<file path="src/rtl/fetch_pkg.sv">
// Shared constants and the fetch entry type used by the fetch front end.
package fetch_pkg;

    localparam logic [31:0] PC_INC           = 32'd4;
    localparam logic [31:0] NOP_INSTR        = 32'h0000_0000;
    localparam logic [31:0] RESET_PC_DEFAULT = 32'h0000_0000;

    typedef struct packed {
        logic [31:0] pc;
        logic [31:0] instr;
    } fetch_entry_t;

endpackage

</file>
<file path="src/rtl/fetch_fifo.sv">
// Prefetch queue: synchronous FIFO of fetch entries, clear wins over push and pop.
module fetch_fifo
    import fetch_pkg::*;
#(
    parameter  int unsigned DEPTH = 4,
    localparam int unsigned PW    = $clog2(DEPTH),
    localparam int unsigned CW    = PW + 1
) (
    input  logic         clk,
    input  logic         rst,
    input  logic         push,
    input  logic         pop,
    input  logic         clear,
    input  fetch_entry_t push_entry,
    output logic [CW-1:0] count,
    output fetch_entry_t head
);

    fetch_entry_t  mem_q [DEPTH];
    fetch_entry_t  mem_d [DEPTH];
    logic [PW-1:0] wr_ptr_q, wr_ptr_d;
    logic [PW-1:0] rd_ptr_q, rd_ptr_d;
    logic [CW-1:0] count_q, count_d;
    logic          do_pop;

    assign do_pop = pop && (count_q != '0);

    always_comb begin
        mem_d    = mem_q;
        wr_ptr_d = wr_ptr_q;
        rd_ptr_d = rd_ptr_q;
        count_d  = count_q;
        if (clear) begin
            wr_ptr_d = '0;
            rd_ptr_d = '0;
            count_d  = '0;
        end else begin
            if (push) begin
                mem_d[wr_ptr_q] = push_entry;
                wr_ptr_d        = wr_ptr_q + PW'(1);
            end
            if (do_pop) begin
                rd_ptr_d = rd_ptr_q + PW'(1);
            end
            count_d = count_q + CW'(push) - CW'(do_pop);
        end
    end

    always_ff @(posedge clk or posedge rst) begin
        if (rst) begin
            for (int i = 0; i < int'(DEPTH); i++) begin
                mem_q[i] <= '0;
            end
            wr_ptr_q <= '0;
            rd_ptr_q <= '0;
            count_q  <= '0;
        end else begin
            mem_q    <= mem_d;
            wr_ptr_q <= wr_ptr_d;
            rd_ptr_q <= rd_ptr_d;
            count_q  <= count_d;
        end
    end

    assign count = count_q;
    assign head  = mem_q[rd_ptr_q];

    // Request credit upstream should make a push into a full queue impossible.
    overflow_a : assert property (@(posedge clk) disable iff (rst)
        !(push && !clear && !do_pop && (count_q == CW'(DEPTH))));

endmodule

</file>
<file path="src/rtl/fetch_unit.sv">
// Decoupled fetch front end: issues in-order word fetches, queues returned words with
// their PCs, and flushes queued and in-flight work on a redirect from decode.
module fetch_unit
    import fetch_pkg::*;
#(
    parameter int unsigned DEPTH    = 4,
    parameter logic [31:0] RESET_PC = RESET_PC_DEFAULT
) (
    input  logic        clk,
    input  logic        rst,
    output logic        imem_req_valid,
    input  logic        imem_req_ready,
    output logic [31:0] imem_req_addr,
    input  logic        imem_resp_valid,
    input  logic [31:0] imem_resp_data,
    input  logic        redirect,
    input  logic [31:0] redirect_pc,
    output logic        instr_valid,
    input  logic        instr_ready,
    output logic [31:0] instr,
    output logic [31:0] instr_pc
);

    localparam int unsigned CW      = $clog2(DEPTH) + 1;
    localparam logic [CW:0] DEPTH_C = (CW + 1)'(DEPTH);

    logic [31:0]   fpc_q, fpc_d;
    logic [31:0]   rpc_q, rpc_d;
    logic [CW-1:0] inflight_q, inflight_d;
    logic [CW-1:0] drop_q, drop_d;
    logic [CW-1:0] count;
    logic [CW:0]   occupancy;
    logic [31:0]   redirect_pc_aligned;
    logic          req_fire;
    logic          keep_resp;
    logic          fifo_pop;
    fetch_entry_t  push_entry;
    fetch_entry_t  head;

    // Dropped-but-pending responses still hold credit so a push never finds the queue full.
    assign occupancy           = {1'b0, inflight_q} + {1'b0, count};
    assign imem_req_valid      = !rst && !redirect && (occupancy < DEPTH_C);
    assign imem_req_addr       = fpc_q;
    assign req_fire            = imem_req_valid && imem_req_ready;
    assign keep_resp           = imem_resp_valid && !redirect && (drop_q == '0);
    assign fifo_pop            = instr_valid && instr_ready && !redirect;
    assign redirect_pc_aligned = {redirect_pc[31:2], 2'b00};
    assign push_entry          = '{pc: rpc_q, instr: imem_resp_data};

    always_comb begin
        fpc_d      = fpc_q;
        rpc_d      = rpc_q;
        inflight_d = inflight_q;
        drop_d     = drop_q;
        if (req_fire) begin
            fpc_d      = fpc_q + PC_INC;
            inflight_d = inflight_d + CW'(1);
        end
        if (imem_resp_valid) begin
            inflight_d = inflight_d - CW'(1);
        end
        if (keep_resp) begin
            rpc_d = rpc_q + PC_INC;
        end else if (imem_resp_valid && (drop_q != '0)) begin
            drop_d = drop_q - CW'(1);
        end
        if (redirect) begin
            fpc_d  = redirect_pc_aligned;
            rpc_d  = redirect_pc_aligned;
            drop_d = inflight_q - CW'(imem_resp_valid);
        end
    end

    always_ff @(posedge clk or posedge rst) begin
        if (rst) begin
            fpc_q      <= RESET_PC;
            rpc_q      <= RESET_PC;
            inflight_q <= '0;
            drop_q     <= '0;
        end else begin
            fpc_q      <= fpc_d;
            rpc_q      <= rpc_d;
            inflight_q <= inflight_d;
            drop_q     <= drop_d;
        end
    end

    fetch_fifo #(
        .DEPTH (DEPTH)
    ) u_fifo (
        .clk        (clk),
        .rst        (rst),
        .push       (keep_resp),
        .pop        (fifo_pop),
        .clear      (redirect),
        .push_entry (push_entry),
        .count      (count),
        .head       (head)
    );

    assign instr_valid = (count != '0);
    assign instr       = instr_valid ? head.instr : NOP_INSTR;
    assign instr_pc    = instr_valid ? head.pc    : 32'h0;

endmodule

</file>
<file path="config.mk">
export PLATFORM = sky130hd
export DESIGN_NAME = fetch_unit
export DESIGN_NICKNAME = d
export VERILOG_FILES = /design/src/rtl/fetch_pkg.sv /design/src/rtl/fetch_fifo.sv /design/src/rtl/fetch_unit.sv
export SDC_FILE = /design/constraint.sdc
export NUM_CORES = 1
export LEC_CHECK = 0
export ABC_AREA = 0
export BUFFER_PORTS_ARGS = -buffer_cell sky130_fd_sc_hd__buf_2
export CORE_MARGIN = 1.5
export CORE_UTILIZATION = 50
export CTS_CLUSTER_SIZE = 16
export DETAILED_ROUTE_END_ITERATION = 10
export PLACE_DENSITY = 0.7
export SLEW_MARGIN = 20
export SYNTH_ARGS = -nofsm -noshare
export SYNTH_HDL_FRONTEND = slang
export SYNTH_SLANG_ARGS = --single-unit
</file>
<file path="constraint.sdc">
create_clock -name clk -period 15.03 [get_ports clk]
set_clock_uncertainty 0.2 [all_clocks]
set_input_delay 2.2545 -clock clk [delete_from_list [all_inputs] [get_ports clk]]
set_output_delay 2.2545 -clock clk [all_outputs]
set_load 0.05 [all_outputs]
</file>
==> results of run 1 <==
report_power, final:
| part | switching (W) | internal (W) |
|---|---|---|
| clock network | 0.000343 | 0.000531 |
| logic | 0.000613 | 0.000439 |
| registers | 0.000142 | 0.00106 |
| total | 0.00110 | 0.00203 |
logic make-up (layout without fill, tap and decap cells):
kind of cell             count (synthesis)  in the layout  share of synthesized area, %
flip-flops                             321            321                          52.3
multiplexers                           311            311                          27.3
AND/OR/NAND/NOR                        279            279                          9.93
buffers and inverters                  101            256                          2.96
AO/OA/AOI/OAI                           89             89                          3.36
XOR/XNOR                                47             47                          2.68
adder cells (fa/ha/maj)                 17             17                          1.43
other                                    1              4                        0.0244
Yosys cell counts, types with 7 or more instances:
library cell,number
nor3_1,9
buf_4,7
o21ai_0,47
mux2_2,246
and3_1,10
nor2_1,30
xor2_1,27
nand2_1,75
dfrtp_1,321
nand4_1,26
inv_1,19
xnor2_1,20
o211ai_1,13
mux4_2,62
ha_1,16
clkbuf_1,36
buf_2,31
and2_1,64
a21oi_1,16
nand3_1,36
final timing paths:
check | start | end | slack (ns) | cells past startpoint
max | redirect | imem_req_valid | 9.11 | 5
min | u_fifo.mem_q[38]$_DFFE_PP0P_ | u_fifo.mem_q[38]$_DFFE_PP0P_ | 0.28 | 2
max reg2reg | u_fifo.count[1]$_DFF_PP0_ | u_fifo.count[2]$_DFF_PP0_ | 11.81 | 12
min reg2reg | u_fifo.mem_q[38]$_DFFE_PP0P_ | u_fifo.mem_q[38]$_DFFE_PP0P_ | 0.28 | 2
max in group asynchronous | rst | u_fifo.rd_ptr_q[0]$_DFFE_PP0P_ | 11.78 | 3
min in group asynchronous | rst | inflight_q[0]$_DFF_PP0_ | 1.51 | 2
layout make-up:
class | instances | area share, %
inverters | 20 | 0.469
multi-input cells | 747 | 39.1
clock buffers | 54 | 6.13
clock inverters | 8 | 0.575
well taps | 390 | 2.77
flip-flops and latches | 321 | 45.6
repair buffers | 174 | 5.31
tightest hold or removal path, stage by stage (launching register included):
cell and delay (ns):
dfrtp_1 0.34, nand2_1 0.04, o21ai_0 0.06
state kept, by name, summed over array words and instances, names as in the netlist:
name,flops
u_fifo.rd_ptr_q,2
drop_q,3
rpc_q,30
u_fifo.count,3
inflight_q,3
u_fifo.mem_q,248
u_fifo.wr_ptr_q,2
imem_req_addr,30
metrics by stage:
| step | instances | total power [W] |
|---|---|---|
| after floorplan | 1169 | 0.00202 |
| after global placement | 1651 | 0.00224 |
| after detailed placement | 1651 | 0.00227 |
| after CTS | 1713 | 0.00316 |
| after global routing | 1714 | 0.00329 |
| final | 1714 | 0.00312 |
per-layer routing:
metal	vias up	global-route usage, %	part of all wire [%]
met2	278	34.7	48
met5	-	0	0
met3	48	3.54	5.7
met4	0	4.93	1.4
li1	4453	-	-
met1	5082	31.4	45
cells in the final DEF (no fill, tap or decap), drive strengths merged, types with 20 or more instances in the layout:
cell type,instances
dfrtp,321
mux2,246
buf,174
nand2,75
and2,64
mux4,62
clkbuf,54
o21ai,48
nand3,36
nor2,30
nand4,29
xor2,27
inv,21
xnor2,20
==> flow_summary_export.csv, run 1 <==
group,metric,value,unit
worst_setup_path,slowest_stage,"nor3_1",
power,peakVddDrop,0.116,mV
sta,fmax,0.169,GHz
placement,dpl-instance-area,0.0164,mm^2
floorplan,die_h,178,um
clocking,cts_setup_buffers,0,
layout,nFillCells,2396,
floorplan,ios,168,
floorplan,die_area,0.0318,mm^2
clocking,cts_max_path_buffers,3,
layout,drive_gt1_share,42.0,%
sta,period_share,39.4,%
layout,diodes,0,
clocking,ctsResizeCount,0,
hold_path,hp-class,"flip-flop to flip-flop",
worst_setup_path,cp_common_cell,"buf_2",
job,cap_viol_max_count,0,
sta,fin_crit,5.92,ns
logic_synthesis,postSynthAreaPerCell,13.2,um^2
global_route,grt_overflow_total,0,
sta,setup_viol,0,
power,leakage,8.36,nW
global_route,first_global_vias,10000,
worst_setup_path,cp_top_family,"buffers and inverters",
placement,gp_congestion,0.832,
global_route,antenna_found_initial,0,
logic_synthesis,async_reset_ff_share,100,%
logic_synthesis,ys.flop_type,"dfrtp_1",
clocking,clock_latency,0.51,ns
sta,rsz0062_at_grt,"false",
placement,io_buffers,161,
run_status,status,"completed",
drt,vias,9861,
layout,regArea,0.00804,mm^2
sta,tns,0,ns
global_route,grt_max_degree,179,
sta,hold_viol_final,0,
drt,drc,0,
drt,drt_iter0_markers,530,
placement,hpwlAfterDp,20600,um
sta,slew_headroom,32.3,%
worst_setup_path,endpoint_kind,"output pin",
global_route,grt_pass1_wl,54300,um
clocking,cts_sinks,321,
worst_setup_path,cp-start-kind,"primary input",
worst_setup_path,cp.arrival,3.47,ns
logic_synthesis,yosys_warnings,0,
placement,pre_cts_slack,9.11,ns
worst_setup_path,crit_buf_inv,3,
drt,first_pass_iters,6,
drt,ant_nets,0,
floorplan,start_util,51.3,%
drt,detail_route.wl_per_cell,19.7,um
logic_synthesis,ys_types,49,
worst_setup_path,slowest_delay,0.35,ns
logic_synthesis,synthTopCellsByArea,"dfrtp_1 52%, mux2_2 18%, mux4_2 9.1%, and2_1 2.6%, nand2_1 1.8%",
global_route,grt_use_total,21.7,%
layout,final_util,58.8,%
layout,final_cell_area,0.0176,mm^2
clocking,cts_tree,"yes",
drt,via_per_inst,5.75,
clocking,clkTransAtPathRegs,0.06,ns
logic_synthesis,syn_inst,1166,
sta,hold_ws,0.280,ns
sta,timing.final.ws_setup,9.11,ns
worst_setup_path,crit_type,"primary input to output pin",
logic_synthesis,synth-edff-count,0,
clocking,numCtsBuffers,36,
sta,finalMaxSlewViolations,0,
floorplan,rows,63,
clocking,htreeDepth,2,
logic_synthesis,synth_area_leader_cell,"dfrtp_1",
logic_synthesis,ys_ff_latch,321,
floorplan,core,0.0300,mm^2
clocking,cts_hold_buf,0,
logic_synthesis,yosys.area.top_type_share,52.3,%
floorplan,die-width,178,um
logic_synthesis,ys_seq_area_share,52.3,%
layout,multi_input_area,0.00690,mm^2
worst_setup_path,path_cells,"buf_2 > buf_4 > nor3_1 > and3_1 > buf_2",
layout,fin_nets,1387,
worst_setup_path,cp_max_fo,55,
drt,routed_wl,33700,um
sta,worst_pin_slew,1.02,ns
logic_synthesis,netlist_area,0.0154,mm^2
clocking,root_buffer,"clkbuf_16",
worst_setup_path,required,12.58,ns
power,power-per-cell-area,177,mW/mm^2
layout,syn_to_final_growth,14.7,%
Note: power is estimated with default switching activity, not from simulation.
==> run 2: changes to the inputs <==
--- a/config.mk
+++ b/config.mk
@@ -5,13 +5,13 @@
 export SDC_FILE = /design/constraint.sdc
 export NUM_CORES = 1
 export LEC_CHECK = 0
-export ABC_AREA = 0
+export ABC_AREA = 1
 export BUFFER_PORTS_ARGS = -buffer_cell sky130_fd_sc_hd__buf_2
 export CORE_MARGIN = 1.5
 export CORE_UTILIZATION = 50
 export CTS_CLUSTER_SIZE = 16
 export DETAILED_ROUTE_END_ITERATION = 10
-export PLACE_DENSITY = 0.7
+export PLACE_DENSITY = 0.72
 export SLEW_MARGIN = 20
 export SYNTH_ARGS = -nofsm -noshare
 export SYNTH_HDL_FRONTEND = slang
==> constraint.sdc (replaced) <==
create_clock -name clk -period 4.8 [get_ports clk]
set_clock_uncertainty 0.2 [all_clocks]
set_input_delay 0.72 -clock clk [delete_from_list [all_inputs] [get_ports clk]]
set_output_delay 0.72 -clock clk [all_outputs]
set_load 0.05 [all_outputs]
==> run 2 against run 1 <==
Count of clock-buffer cells in the layout is 4 lower. Sequential share of layout area decreased by 1.3 points. Combinational power grew to 3.7 times the previous value. First-iteration DRC count up 120%. Synthesized area up 3.6%. Worst hold slack got worse by 0.0084 ns. Via count grew 45%. Cell count grew 52%. Sequential power grew to 3.2 times the previous value. Critical path type is now flip-flop to output pin.
==> flow_summary_export.csv, run 2 <==
group,metric,value,unit
layout,final_common_cell,"nand2_1",
drt,detail_route.wl_per_cell,16.0,um
logic_synthesis,ys_types,37,
layout,final_util,57.6,%
global_route,grt_max_degree,172,
drt,drt_iter0_markers,1187,
worst_setup_path,cp.arrival,2.81,ns
sta,hold_viol_final,0,
floorplan,die-width,181,um
logic_synthesis,netlist_area,0.0159,mm^2
power,leakage,8.71,nW
clocking,cts_max_path_buffers,3,
clocking,cts_sinks,321,
worst_setup_path,crit_buf_inv,3,
logic_synthesis,ys_seq_area_share,50.5,%
layout,syn_to_final_growth,13.9,%
worst_setup_path,crit_type,"flip-flop to output pin",
clocking,cts_tree,"yes",
floorplan,rows,65,
clocking,clkTransAtPathRegs,0.06,ns
logic_synthesis,yosys_warnings,0,
worst_setup_path,slowest_stage,"dfrtp_4",
clocking,cts_hold_buf,0,
placement,dp.cells,2545,
drt,first_pass_iters,6,
logic_synthesis,ys_ff_latch,321,
logic_synthesis,synth-edff-count,0,
sta,setup_viol,0,
drt,ant_nets,0,
worst_setup_path,cp-start-kind,"flip-flop",
logic_synthesis,async_reset_ff_share,100,%
floorplan,die_area,0.0329,mm^2
floorplan,ios,168,
clocking,clock_latency,0.51,ns
sta,rsz0062_at_grt,"false",
sta,worst_pin_slew,1.00,ns
layout,largest_reg_flops,248,
drt,routed_wl,41800,um
placement,io_buffers,161,
worst_setup_path,endpoint_kind,"output pin",
logic_synthesis,synth_common_cells,"502 x nand2_1, 324 x nor2_1, 321 x dfrtp_1",
power,power,0.0105,W
worst_setup_path,slowest_delay,0.71,ns
floorplan,die_h,181,um
floorplan,start_util,50.6,%
global_route,grt_use_total,25.6,%
sta,tns,0,ns
layout,drive_gt1_share,11.8,%
worst_setup_path,required,3.88,ns
global_route,first_global_vias,13500,
placement,hpwlAfterDp,25900,um
clocking,cts_setup_buffers,0,
drt,via_per_inst,5.49,
layout,nFillCells,2874,
sta,fmax,0.268,GHz
logic_synthesis,synth.most_common_cell,"nand2_1",
clocking,htreeDepth,2,
clocking,ctsResizeCount,0,
power,power-per-cell-area,578,mW/mm^2
layout,final_cell_area,0.0181,mm^2
sta,period_share,77.7,%
clocking,root_buffer,"clkbuf_16",
logic_synthesis,ys.flop_type,"dfrtp_1",
layout,regArea,0.00804,mm^2
placement,dpl-instance-area,0.0169,mm^2
logic_synthesis,synth_area_leader_cell,"dfrtp_1",
run_status,status,"completed",
global_route,grt_overflow_total,0,
floorplan,core,0.0315,mm^2
worst_setup_path,cp_top_family,"buffers and inverters",
clocking,numCtsBuffers,37,
layout,fin_cells,2610,
power,peakVddDrop,0.361,mV
logic_synthesis,synthTopCellsByArea,"dfrtp_1 50%, nand2_1 12%, o21ai_0 8.2%, nor2_1 7.6%, o21ai_1 4.6%",
global_route,antenna_found_initial,0,
logic_synthesis,yosys.area.top_type_share,50.5,%
logic_synthesis,postSynthAreaPerCell,7.65,um^2
drt,vias,14300,
logic_synthesis,syn_inst,2080,
layout,fin_nets,2269,
placement,gp_congestion,0.914,
hold_path,hp-class,"primary input to async pin",
layout,top_register,"u_fifo.mem_q",
worst_setup_path,cp_max_fo,70,
worst_setup_path,path_cells,"inv_2 > buf_12 > o21ai_0 > a21oi_1 > buf_2",
layout,layout_common_cells,"502 x nand2_1, 324 x nor2_1, 319 x dfrtp_1, 261 x o21ai_0, 161 x buf_2",
layout,diodes,0,
layout,multi_input_area,0.00688,mm^2
drt,drc,0,
sta,slew_headroom,33.0,%
job,cap_viol_max_count,0,
sta,finalMaxSlewViolations,0,
sta,fin_crit,3.73,ns
global_route,grt_pass1_wl,68800,um
## run 2: cell types whose count changed after synthesis, moves of 31 or more
cell      before  now
a21oi_1       16   74
and2_1        64    0
clkbuf_1      36   67
inv_1         19  132
mux2_2       246    0
mux4_2        62    0
nand2_1       75  502
nand3_1       36   83
nor2_1        30  324
o21ai_0       47  261
o21ai_1        1  146
## run 2: final timing paths
path | start | end | slack, ns | depth (start not counted)
max in group asynchronous | rst | u_fifo.mem_q[213]$_DFFE_PP0P_ | 2.65 | 4
min in group clk | u_fifo.mem_q[163]$_DFFE_PP0P_ | u_fifo.mem_q[163]$_DFFE_PP0P_ | 0.28 | 2
worst min-delay path | rst | imem_req_addr[2]$_DFFE_PP0P_ | 0.27 | 3
worst min register to register | u_fifo.mem_q[163]$_DFFE_PP0P_ | u_fifo.mem_q[163]$_DFFE_PP0P_ | 0.28 | 2
worst max register to register | u_fifo.count[1]$_DFF_PP0_ | u_fifo.count[2]$_DFF_PP0_ | 1.65 | 12
worst max-delay path | u_fifo.rd_ptr_q[0]$_DFFE_PP0P_ | instr_pc[16] | 1.07 | 5
## run 2: metal layers
metal / track usage, % / up-vias / share of wire (%)
li1: - / 6945 / -
met1: 36.1 / 6752 / 45
met2: 41.3 / 556 / 46
met3: 3.31 / 71 / 6.7
met4: 8.33 / 0 / 2.4
met5: 0 / - / 0
## run 2: power breakdown
part	leakage, nW	internal [W]	total, W	switching (W)
clock network	0.585	0.00167	0.00278	0.00112
logic	3.87	0.00107	0.00389	0.00282
registers	4.25	0.00334	0.00381	0.000467
## run 2: through the flow
stage	hold slack [ns]	setup slack, ns
after global placement	0.260	1.63
final	0.272	1.07
after floorplan	0.248	-2.45
after global routing	0.262	0.945
after detailed placement	0.268	1.61
after CTS	0.253	1.08
## run 2: final cells by class
class | count | share of cell area, %
Tap cell | 402 | 2.77
Clock buffer | 50 | 5.65
Timing Repair Buffer | 182 | 5.49
Sequential cell | 321 | 44.3
Inverter | 136 | 2.84
Multi-Input combinational cell | 1504 | 38.0
Clock inverter | 15 | 0.939
## run 2: tightest hold or removal path, stage by stage
cell	delay (ns)
buf_2	0.11
clkinvlp_4	0.08
buf_12	0.61
## run 2: logic make-up (layout without fill, tap and decap cells)
group	Yosys count	after routing	synth area share (%)
flip-flops	321	321	50.5
other	1	4	0.0236
buffers and inverters	258	383	6.52
adder cells (fa/ha/maj)	17	17	1.38
XOR/XNOR	21	21	1.16
AND/OR/NAND/NOR	950	950	23.9
AO/OA/AOI/OAI	512	512	16.6
==> run 3: changes to the inputs <==
==> constraint.sdc (replaced) <==
create_clock -name clk -period 3.4 [get_ports clk]
set_clock_uncertainty 0.2 [all_clocks]
set_input_delay 0.51 -clock clk [delete_from_list [all_inputs] [get_ports clk]]
set_output_delay 0.51 -clock clk [all_outputs]
set_load 0.05 [all_outputs]
==> run 3 against run 2 <==
Largest cell class unchanged. Clock power grew 38%. Combinational power is 44% higher. Sequential share of layout area down 0.28 points. Cell count about the same. Critical endpoint is now instr_pc[12]. Largest power group unchanged.
==> flow_summary_export.csv, run 3 (synthesized netlist as in run 2, its figures left out) <==
group,metric,value,unit
layout,layout_common_cells,"502 x nand2_1, 324 x nor2_1, 319 x dfrtp_1, 261 x o21ai_0, 161 x buf_2",
floorplan,die_h,181,um
worst_setup_path,critPathLaunch,"u_fifo.rd_ptr_q[1]$_DFFE_PP0P_",
clocking,cts_hold_buf,0,
power,peakVddDrop,0.448,mV
placement,pre_cts_slack,0.720,ns
global_route,grt_max_degree,169,
power,pwr-share-comb,37.9,%
drt,via_per_inst,5.49,
worst_setup_path,required,2.69,ns
hold_path,hp-class,"primary input to async pin",
clocking,root_buffer,"clkbuf_16",
drt,ant_nets,0,
sta,timing.final.ws_setup,0.148,ns
sta,setup_viol,0,
layout,final_cell_area,0.0182,mm^2
clocking,cts_max_path_buffers,3,
worst_setup_path,slowest_stage,"dfrtp_2",
worst_setup_path,cp.arrival,2.54,ns
sta,rsz0062_at_grt,"false",
job,cap_viol_max_count,0,
layout,top_register,"u_fifo.mem_q",
worst_setup_path,endpoint_kind,"output pin",
power,switching_share,41.7,%
run_status,status,"completed",
global_route,grt_pass1_wl,68800,um
global_route,grt_use_total,25.6,%
floorplan,die-width,181,um
drt,vias,14300,
placement,dpl-instance-area,0.0171,mm^2
worst_setup_path,path_cells,"inv_2 > buf_12 > nor2_1 > o21ai_0 > a21oi_1 > buf_2",
floorplan,ios,168,
sta,finalMaxSlewViolations,0,
power,clkPwrFrac,26.1,%
clocking,clock_latency,0.51,ns
clocking,cts_sinks,321,
clocking,cts_setup_buffers,0,
worst_setup_path,regToRegSetupSlack,0.80,ns
sta,fin_crit,3.25,ns
layout,drive_gt1_share,11.9,%
sta,hold_viol_final,0,
clocking,ctsResizeCount,0,
layout,fin_nets,2272,
power,leakage,8.77,nW
layout,largest_reg_flops,248,
power,intPower,0.00859,W
global_route,grt_overflow_total,0,
power,pwr-share-seq,36.0,%
power,p_sw,0.00615,W
worst_setup_path,crit_end,"instr_pc[12]",
worst_setup_path,cp-start-kind,"flip-flop",
sta,period_share,95.6,%
global_route,first_global_vias,13500,
floorplan,start_util,50.6,%
layout,final_common_cell,"nand2_1",
placement,io_buffers,161,
sta,slew_headroom,34.4,%
drt,drc,0,
worst_setup_path,crit_type,"flip-flop to output pin",
global_route,antenna_found_initial,0,
worst_setup_path,cp_max_fo,24,
floorplan,die_area,0.0329,mm^2
layout,diodes,0,
floorplan,rows,65,
floorplan,core,0.0315,mm^2
clocking,clkTransAtPathRegs,0.06,ns
drt,routed_wl,41700,um
sta,fmax,0.308,GHz
placement,hpwlAfterDp,25400,um
worst_setup_path,worstReg2RegStart,"inflight_q[2]$_DFF_PP0_",
worst_setup_path,reg2reg_to,"inflight_q[2]$_DFF_PP0_",
power,power-per-cell-area,808,mW/mm^2
clocking,cts_tree,"yes",
drt,drt_iter0_markers,1245,
worst_setup_path,reg2regPathDepth,15,
layout,syn_to_final_growth,14.6,%
sta,worst_pin_slew,0.983,ns
drt,first_pass_iters,6,
drt,detail_route.wl_per_cell,16.0,um
clocking,numCtsBuffers,35,
worst_setup_path,slowest_delay,0.56,ns
placement,gp_congestion,0.942,
clocking,htreeDepth,2,
run 3: changes by cell type in the layout (fill, tap and decap cells not counted), moves of 3 or more:
| cell | delta |
|---|---|
| buf_12 | +8 |
| clkbuf_8 | +7 |
| clkinv_2 | -4 |
| inv_6 | -3 |
run 3: how the worst min path moves through the flow:
stage / slack [ns] / end / startpoint / cells after the start
floorplan: 0.25 / u_fifo.mem_q[128]$_DFFE_PP0P_ / u_fifo.mem_q[128]$_DFFE_PP0P_ / 2
global placement: 0.26 / u_fifo.mem_q[177]$_DFFE_PP0P_ / u_fifo.mem_q[177]$_DFFE_PP0P_ / 2
CTS: 0.08 / rpc_q[11]$_DFFE_PP0N_ / redirect_pc[11] / 3
global route: 0.08 / rpc_q[25]$_DFFE_PP0N_ / redirect_pc[25] / 3
detailed placement: 0.27 / u_fifo.mem_q[58]$_DFFE_PP0P_ / u_fifo.mem_q[58]$_DFFE_PP0P_ / 2
finish: 0.04 / imem_req_addr[3]$_DFFE_PP0P_ / rst / 3
run 3: through the flow:
stage               util, %  power (W)  hold slack [ns]  setup TNS [ns]  cells
floorplan                 -    0.00949            0.248         -620.97   2083
global placement       54.2     0.0108            0.260               0   2550
detailed placement     54.2     0.0109            0.268               0   2550
CTS                    58.0     0.0148           0.0754               0   2611
global route           58.0     0.0157           0.0819               0   2611
finish                 58.0     0.0147           0.0437               0   2611
run 3: routing by layer:
layer / up-vias / track usage, % / share of wire (%)
li1: 6960 / - / -
met1: 6787 / 36.3 / 46
met2: 516 / 41.1 / 46
met3: 61 / 3.45 / 6.6
met4: 0 / 7.37 / 2.0
met5: - / 0 / 0
run 3: cell type report:
cell class              count  area [um^2]
well taps                 402          503
inverters                 136          514
clock inverters             7          111
multi-input cells        1504         6880
fillers                  2888        13200
clock buffers              54         1070
flip-flops and latches    321         8040
repair buffers            187         1130
run 3: power groups by stage:
stage | Combinational [W] | Sequential, W | Clock (W)
after detailed placement | 0.00559 | 0.00535 | 0
after floorplan | 0.00405 | 0.00544 | 0
after CTS | 0.00561 | 0.00529 | 0.00390
after global routing | 0.00622 | 0.00542 | 0.00407
final | 0.00559 | 0.00531 | 0.00384
after global placement | 0.00551 | 0.00531 | 0
run 3: critical path, delay by kind of cell, from the launching register on:
kind	cells	cell delay (ns)
compound gates	2	0.39
buf+inv	3	0.95
flops	1	0.56
simple gates	1	0.13
